### src/rtl/wall_elastic.sv
// wall_elastic
//   Elastic inter-stage wall carrying one writeback bundle (reg_wr, rd, payload)
//   per entry. It uses a valid/ready handshake backed by a two-entry skid buffer
//   (a main/head register plus a skid register), so a downstream stall never
//   drops or duplicates an entry. A synchronous flush empties the wall. A
//   saturating counter records the cycles in which the wall presents no entry.
//
// Ports
//   clk, rst               rising-edge clock, asynchronous active-high reset
//   flush                  synchronous flush; discards held and incoming entries
//   in_valid/in_ready      upstream handshake (in_ready is registered)
//   in_reg_wr/in_rd/in_data  offered entry
//   out_valid/out_ready    downstream handshake
//   out_reg_wr/out_rd      head entry fields, forced to 0 when out_valid=0
//   out_data               head payload, held stable while the wall is idle
//   occupancy              entries held (0..2)
//   bubble_cnt             saturating count of cycles with out_valid=0
module wall_elastic #(
  parameter int DATA_W = 32,
  parameter int RD_W   = 5,
  parameter int CNT_W  = 16
) (
  input  logic              clk,
  input  logic              rst,
  input  logic              flush,
  input  logic              in_valid,
  output logic              in_ready,
  input  logic              in_reg_wr,
  input  logic [RD_W-1:0]   in_rd,
  input  logic [DATA_W-1:0] in_data,
  output logic              out_valid,
  input  logic              out_ready,
  output logic              out_reg_wr,
  output logic [RD_W-1:0]   out_rd,
  output logic [DATA_W-1:0] out_data,
  output logic [1:0]        occupancy,
  output logic [CNT_W-1:0]  bubble_cnt
);

  // The encoding equals the number of held entries, so occupancy is the state.
  typedef enum logic [1:0] {
    EMPTY = 2'd0,
    ONE   = 2'd1,
    FULL  = 2'd2
  } state_t;

  state_t              state_reg;
  logic                in_ready_reg;
  logic                out_valid_reg;
  logic                main_wr_reg;
  logic [RD_W-1:0]     main_rd_reg;
  logic [DATA_W-1:0]   main_data_reg;
  logic                skid_wr_reg;
  logic [RD_W-1:0]     skid_rd_reg;
  logic [DATA_W-1:0]   skid_data_reg;
  logic [CNT_W-1:0]    bubble_cnt_reg;

  logic push;
  logic pop;

  assign push = in_valid & in_ready_reg;
  assign pop  = out_valid_reg & out_ready;

  always_ff @(posedge clk or posedge rst) begin
    if (rst) begin
      state_reg      <= EMPTY;
      in_ready_reg   <= 1'b1;
      out_valid_reg  <= 1'b0;
      main_wr_reg    <= 1'b0;
      main_rd_reg    <= '0;
      main_data_reg  <= '0;
      skid_wr_reg    <= 1'b0;
      skid_rd_reg    <= '0;
      skid_data_reg  <= '0;
      bubble_cnt_reg <= '0;
    end else begin
      // Bubble counter sticks at all-ones and deliberately ignores flush.
      if (!out_valid_reg && (bubble_cnt_reg != {CNT_W{1'b1}}))
        bubble_cnt_reg <= bubble_cnt_reg + CNT_W'(1);

      if (flush) begin
        // Flush wins over push/pop; data registers are left untouched so the
        // idle payload stays stable.
        state_reg     <= EMPTY;
        out_valid_reg <= 1'b0;
        in_ready_reg  <= 1'b1;
      end else begin
        case (state_reg)
          EMPTY: begin
            if (push) begin
              main_wr_reg   <= in_reg_wr;
              main_rd_reg   <= in_rd;
              main_data_reg <= in_data;
              state_reg     <= ONE;
              out_valid_reg <= 1'b1;
            end
          end
          ONE: begin
            if (push && pop) begin
              main_wr_reg   <= in_reg_wr;
              main_rd_reg   <= in_rd;
              main_data_reg <= in_data;
            end else if (push) begin
              // Head is stalled: park the new entry behind it.
              skid_wr_reg   <= in_reg_wr;
              skid_rd_reg   <= in_rd;
              skid_data_reg <= in_data;
              state_reg     <= FULL;
              in_ready_reg  <= 1'b0;
            end else if (pop) begin
              state_reg     <= EMPTY;
              out_valid_reg <= 1'b0;
            end
          end
          FULL: begin
            // in_ready is low here, so only a pop can happen.
            if (pop) begin
              main_wr_reg   <= skid_wr_reg;
              main_rd_reg   <= skid_rd_reg;
              main_data_reg <= skid_data_reg;
              state_reg     <= ONE;
              in_ready_reg  <= 1'b1;
            end
          end
          default: begin
            state_reg     <= EMPTY;
            out_valid_reg <= 1'b0;
            in_ready_reg  <= 1'b1;
          end
        endcase
      end
    end
  end

  assign in_ready   = in_ready_reg;
  assign out_valid  = out_valid_reg;
  // Masking keeps an idle wall from ever requesting a register write.
  assign out_reg_wr = out_valid_reg & main_wr_reg;
  assign out_rd     = out_valid_reg ? main_rd_reg : '0;
  assign out_data   = main_data_reg;
  assign occupancy  = state_reg;
  assign bubble_cnt = bubble_cnt_reg;

endmodule

### config.mk
export PLATFORM = sky130hd
export DESIGN_NAME = wall_elastic
export DESIGN_NICKNAME = d
export VERILOG_FILES = /design/src/rtl/wall_elastic.sv
export SDC_FILE = /design/constraint.sdc
export NUM_CORES = 1
export LEC_CHECK = 0
export CAP_MARGIN = 20
export CORE_UTILIZATION = 38
export CTS_CLUSTER_DIAMETER = 150
export DETAILED_ROUTE_END_ITERATION = 7
export GPL_TIMING_DRIVEN = 0
export MAX_ROUTING_LAYER = met4
export PLACE_DENSITY = 0.69
export SYNTH_ARGS = -nofsm -noshare
export SYNTH_HDL_FRONTEND = slang
export SYNTH_SLANG_ARGS = --single-unit
### constraint.sdc
create_clock -name clk -period 3.3 [get_ports clk]
set_input_delay 0.825 -clock clk [delete_from_list [all_inputs] [get_ports clk]]
set_output_delay 0.825 -clock clk [all_outputs]
set_load 0.02 [all_outputs]
# Yosys cells after proc, flatten, opt, wreduce, memory -nomap -nowiden
# Cells that the tools add are included.
# totals
regBits	96
input_bits	43
output_inout_bits	58
word_cells	72
# op_classes
add_sub_neg	1
n_eq_ne	15
n_mux	31
bitwise_logic	5
reduce_logical	10
# op_table
operator	count
32-bit 2-to-1 mux	3
32-bit one-hot mux with 3 select lines	1
5-bit 2-to-1 mux	4
3-bit != test, second input constant	6
16-bit by 1-bit adder with 16-bit output, second input constant	1
16-bit != test, second input constant	1
5-bit one-hot mux with 3 select lines	1
1-bit 2-to-1 mux	12
2-bit 2-to-1 mux	6
4-bit AND reduction	3
2-bit != test, second input constant	5
5-bit AND reduction	2
1-bit one-hot mux with 3 select lines	3
2-bit one-hot mux with 3 select lines	1
4-bit != test, second input constant	1
1-bit bitwise AND	3
3-bit nonzero test	1
2-bit by 1-bit equality test with 1-bit output, second input constant	1
2-bit equality test, second input constant	1
1-bit logical AND	2
2-bit logical NOT	1
1-bit NOT	2
1-bit logical NOT	1

# Depth between registers and ports, before layout
# Gate-level depths: netlist of the first run.
# logic_depth
ltp_word	6
mapped_depth	7
ltp_nobuf	5

# Least setup slack after synthesis of the first run
# Ideal clock, no wire load.
# synth_timing
path_kind	in2reg
from	input in_valid
to	register main_rd_reg[0]
setup_ps	125
arrival_time_ps	1952
t_required_ps	3175
setup_slack_ps	1223
cell_stages	6
n_path_buf	2
cell_sequence	nand2_1 o32a_4 nor2_4 buf_6 buf_12 mux2_4
# synth_between
elab_chain_len	4
word_cells_on_any_way	5
classes_between	eq/ne (2); bitwise (1); reduce/logical (2)
# synth_lines
element	line	source
start: declaration	26	input logic in_valid,
1-bit bitwise AND (*)	61	assign push = in_valid & in_ready_reg;
1-bit logical AND	99	if (push && pop) begin
2-bit != test (no source line)	--	
5-bit AND reduction (no source line) (*)	--	
end signal: assignment	92	main_rd_reg <= in_rd;
end signal: assignment	101	main_rd_reg <= in_rd;
end signal: assignment	119	main_rd_reg <= skid_rd_reg;
end: declaration	51	logic [RD_W-1:0] main_rd_reg;
# Mark *: on every way between the ends. The rest lies on a longest branch, timed or not.
# A chain may end at the register's enable or synchronous reset.

# Worst setup path in the final report of the first run
# layout_timing
from	register out_valid_reg, in the netlist out_valid
to	output out_rd[1]
# layout_between
elab_chain_len	1
# layout_lines
element	line	source
start: declaration	49	logic out_valid_reg;
start signal: assignment	68	out_valid_reg <= 1'b0;
start signal: assignment	85	out_valid_reg <= 1'b0;
start signal: assignment	95	out_valid_reg <= 1'b1;
5-bit 2-to-1 mux	139	assign out_rd = out_valid_reg ? main_rd_reg : '0;
end: declaration	34	output logic [RD_W-1:0] out_rd,
# Every way passes these cells.

==> results_dict.tcl, run 1 <==
set metrics [dict create \
    wl_per_cell_um 15.2 \
    syn2layout_area_growth_pct 33.6 \
    async_flop_share_pct 100 \
    synth.most_common_cell "nand2_1" \
    cp_max_fo 10 \
    clk_latency_ns 0.35 \
    die_w_um 111 \
    synth_seq_cells 96 \
    grt_pass1_wl_um 16500 \
    syn_nets 430 \
    setup_viol 0 \
    synthCells 386 \
    cp-end-kind "output pin" \
    worst_slew_pin_slew_ns 0.573 \
    worst_ep_arrival_time_ns 2.11 \
    synth_edf_count 0 \
    yosysTopAreaCellShare_pct 52.4 \
    antenna_cells 0 \
    synth_commonest_cells "nand2_1 (121), dfrtp_1 (95), mux2_2 (57)" \
    first_pass_iters 6 \
    syn_area_per_cell_um2 11.8 \
    irDropWorstVdd_mv 0.447 \
    cts_buffer_depth 2 \
    hp-class "reg -> reg" \
    cts.hold.buffers_added 0 \
    fin_util_pct 52.6 \
    critPathBufInv 3 \
    htree_levels 3 \
    crit_path_top_delay_cell "clkdlybuf4s50_1" \
    syn_area_um2 4540 \
    fp.dieArea_um2 12400 \
    grt_pass1_vias 3274 \
    status "complete, but fails checks" \
    clock_sinks 96 \
    power_density_nw_per_um2 797 \
    period_needed_ns 2.94 \
    maxCapViolCount 0 \
    finClkSkew_ns 0.00429 \
    globalRouteMet1Util_pct 21.0 \
    setup_tns_ns 0 \
    grt_max_degree 43 \
    crit_required_ns 2.47 \
    start_util_pct 39.4 \
    place_congestion 0.793 \
    nets 543 \
    routed_wl_um 9840 \
    die_h_um 111 \
    synth_area_leaders "dfrtp_1 (52%), mux2_2 (14%), nand2_1 (10%)" \
    violations "design-rule violations" \
    critical_path.top_delay_family "buffers and inverters" \
    finalMaxSlewViolations 0 \
    worstPathCellList "buf_4 -> clkbuf_1 -> and2_1 -> clkdlybuf4s50_1" \
    whs_ns 0.501 \
    pre_cts_ws_ns 0.575 \
    met2_usage_pct 28.7 \
    ios 101 \
    grt-busiest-layer "met2" \
    hold_viol 0 \
    rsz0062_at_grt "false" \
    ff2ff_setup_slack_ns 1.38 \
    use_met3_pct 4.21 \
    synth_warnings 0 \
    postRouteAntennaNets 0 \
    ys_seq_area_share_pct 53.0 \
    track_usage_pct 17.7 \
    core_area_um2 11500 \
    fmax_mhz 341 \
    synth-main-ff-cell "dfrtp_1" \
    cts-root-buf "clkbuf_16" \
    drtIter0Drc 98 \
    cts_tree "built" \
    vias_per_cell 4.97 \
    io_buffers 100 \
    postLayoutSetupSlackWorst_ns 0.364 \
    rows 39 \
    synth.largest_area_cell "dfrtp_1" \
    cts_resized 0 \
    antenna_found_initial 0 \
    vias 3216 \
    dp_hpwl_um 6940 \
    power_leakage_uw 0.00276 \
    slowest_delay_ns 0.60 \
    maxSlewHeadroom_pct 61.8 \
    drc_errors 16 \
    drive_gt1_share_pct 23.0 \
    fin_crit_sh_pct 89.0 \
    path_class "reg -> out" \
    ys_types 44 \
    power.total_uw 4830 \
    numCtsBuffers 9 \
    start_kind "flip-flop" \
    cts_setup_buffers 0 \
    clk_pin_slew_ns 0.06 \
    overflow 0 \
]
-- power breakdown --
part | switching [µW] | internal [µW] | total [µW] | leakage (µW)
clock network | 437 | 627 | 1060 | 0.000150
logic | 759 | 1010 | 1770 | 0.00144
registers | 319 | 1680 | 2000 | 0.00117
total | 1520 | 3320 | 4830 | 0.00276
-- final cells by class --
| cell class | count | area [µm²] |
|---|---|---|
| Buffer | 18 | 138 |
| Clock buffer | 13 | 260 |
| Clock inverter | 3 | 40.0 |
| Fill cell | 1023 | 5450 |
| Inverter | 2 | 11.3 |
| Multi-Input combinational cell | 270 | 1990 |
| Sequential cell | 96 | 2400 |
| Tap cell | 143 | 179 |
| Timing Repair Buffer | 102 | 1040 |
-- layout by cell type, fill, tap and decap left out, types with 2 or more instances in the layout --
cell             netlist  layout
dfrtp_1               95      95
mux2_2                57      57
xor2_1                11      11
o21bai_1               2       2
clkbuf_1               4       6
buf_4                  3       3
and4_1                 2       2
nor4_1                 5       5
nand3_1                5       5
clkbuf_8               0       2
clkinv_2               0       2
a21oi_1                5       5
and2_1                 7       7
nand2_1              121     121
and3_1                 2       2
nor3_1                 5       5
clkbuf_16              0       9
mux2_4                21      21
buf_6                  3       3
nand2b_1               2       2
buf_12                 2       4
buf_1                  3       3
nand4_1                3       3
clkdlybuf4s50_1        0     100
buf_2                  3       3
and3b_1                2       2
-- final timing paths --
check,from,to,cells after the start
max in group asynchronous,rst,out_data[13],3
min in group asynchronous,rst,skid_data_reg[31],2
max reg2reg,in_ready,out_data[27],6
min,main_rd_reg[4],main_rd_reg[4],1
max,out_valid,out_rd[1],4
min reg2reg,main_rd_reg[4],main_rd_reg[4],1
-- routing by layer --
metal  wire (µm)  part of all wire (%)
met1        4430                    45
met5           0                     0
met4         173                   1.8
met3         405                   4.1
met2        4830                    49
-- worst register-to-register path: cells and delay by family, from the launching register on --
kind	cells	cell delay [ns]
DFF	1	0.56
AOI/OAI and AO/OA	1	0.38
buffers and inverters	2	0.36
muxes	1	0.31
and+or+nand+nor	2	0.21
-- logic make-up (layout without fill, tap and decap cells) --
group / after synthesis / count (layout) / share of synthesized area (%)
AOI/OAI and AO/OA: 13 / 13 / 2.76
xor gates and xnor gates: 13 / 13 / 2.67
adders and majority gates: 1 / 1 / 0.276
buffers and inverters: 20 / 138 / 3.20
DFF: 96 / 96 / 53.0
muxes: 79 / 79 / 21.3
and+or+nand+nor: 164 / 164 / 16.8
-- through the flow --
step,cells,cell area [µm²]
final,647,6060
after global routing,647,6060
after CTS,647,6060
after detailed placement,631,5760
after global placement,629,5720
after floorplan,386,4540
(Power assumes the default switching activity.)
==> inputs of run 2 (changes only) <==
Settings changed: PLACE_DENSITY 0.69 to 0.63.
==> results_dict.tcl, run 2 (synthesized netlist as in run 1, its figures left out) <==
set metrics [dict create \
    placed_area_um2 5760 \
    grt_max_degree 41 \
    die_w_um 111 \
    vias_per_cell 4.85 \
    clkPwrFrac_pct 19.8 \
    drc_errors 14 \
    final_cell_mix "nand2_1 (121), clkdlybuf4s50_1 (100), dfrtp_1 (95)" \
    place_congestion 0.818 \
    wl_per_cell_um 15.0 \
    htree_levels 3 \
    setup_viol 0 \
    final_cells 646 \
    cts.hold.buffers_added 0 \
    whs_ns 0.502 \
    finalMaxSlewViolations 0 \
    cts_buffer_depth 2 \
    maxCapViolCount 0 \
    drtIter0Drc 97 \
    cp_max_fo 10 \
    final_common_cell "nand2_1" \
    clk_latency_ns 0.34 \
    syn2layout_area_growth_pct 32.5 \
    hold_viol 0 \
    p_switching_uw 1490 \
    fmax_mhz 338 \
    postLayoutSetupSlackWorst_ns 0.342 \
    p_comb_share_pct 37.6 \
    clock_sinks 96 \
    numCtsBuffers 9 \
    violations "design-rule violations" \
    power_frac_seq_pct 42.6 \
    antenna_found_initial 0 \
    start_util_pct 39.4 \
    grt_pass1_vias 3254 \
    die_h_um 111 \
    power_leakage_uw 0.00273 \
    first_pass_iters 6 \
    rsz0062_at_grt "false" \
    vias 3134 \
    io_buffers 100 \
    setup_tns_ns 0 \
    cts_setup_buffers 0 \
    cts_tree "built" \
    dp_cells 631 \
    swShare_pct 31.8 \
    fp.dieArea_um2 12400 \
    routed_wl_um 9660 \
    cts_resized 0 \
    antenna_cells 0 \
    drive_gt1_share_pct 22.3 \
    finClkSkew_ns 0.00581 \
    crit_required_ns 2.47 \
    start_kind "flip-flop" \
    rows 39 \
    irDropWorstVdd_mv 0.389 \
    clk_pin_slew_ns 0.07 \
    ios 101 \
    core_area_um2 11500 \
    final_area_um2 6010 \
    ff2ff_setup_slack_ns 1.37 \
    overflow 0 \
    fin_crit_sh_pct 89.6 \
    cts-root-buf "clkbuf_16" \
    nets 543 \
    path_class "reg -> out" \
    power_density_nw_per_um2 780 \
    maxSlewHeadroom_pct 60.2 \
    internal_power_uw 3200 \
    worst_slew_pin_slew_ns 0.596 \
    track_usage_pct 17.4 \
    period_needed_ns 2.96 \
    status "complete, but fails checks" \
    grt_pass1_wl_um 16400 \
    postRouteAntennaNets 0 \
    hp-class "reg -> reg" \
    dp_hpwl_um 6900 \
    worst_ep_arrival_time_ns 2.13 \
    cp-end-kind "output pin" \
    pre_cts_ws_ns 0.571 \
]
==> run 2: cell count changes in the layout (fill, tap and decap cells not counted) <==
| cell | change |
|---|---|
| bufinv_16 | -1 |
| clkbuf_1 | +3 |
| clkbuf_8 | -2 |
| clkinv_2 | -1 |
==> run 2: path summary, 6_finish.rpt <==
check                               startpoint             end  cells after the start
worst max-delay path                 out_valid       out_rd[3]                      4
worst min-delay path            main_rd_reg[2]  main_rd_reg[2]                      1
worst max register to register        in_ready    out_data[28]                      6
worst min register to register  main_rd_reg[2]  main_rd_reg[2]                      1
max in group asynchronous                  rst        in_ready                      3
min in group asynchronous                  rst  main_rd_reg[1]                      2
==> run 2: power by group through the flow <==
stage          clock (µW)  combinational (µW)  sequential (µW)
2_1_floorplan           0                 801             2230
3_3_place_gp            0                1740             1990
3_5_place_dp            0                1780             2010
4_1_cts               958                1790             2000
5_1_grt              1010                1890             2070
6_report              929                1760             2000
==> run 2: routing by layer <==
metal	part of all wire (%)	global-route usage [%]
met5	0	-
met2	48	27.6
met3	2.8	2.68
met1	47	22.2
met4	1.9	7.57
==> run 2: critical path, stage by stage, from the launching register on <==
cell	delay, ns
dfrtp_1	0.38
buf_4	0.19
clkbuf_1	0.41
and2_1	0.21
clkdlybuf4s50_1	0.60
==> run 2: through the flow <==
stage | util, % | power (µW)
floorplan | - | 3030
global placement | 49.7 | 3720
detailed placement | 50.0 | 3790
CTS | 52.2 | 4740
global route | 52.2 | 4970
finish | 52.2 | 4690
==> run 2: layout make-up <==
type / count / area [µm²]
fillers: 1010 / 5510
flip-flops and latches: 96 / 2400
multi-input cells: 270 / 1990
repair buffers: 102 / 1040
clock buffers: 14 / 244
well taps: 143 / 179
plain buffers: 18 / 138
inverters: 2 / 11.3
clock inverters: 1 / 5.00
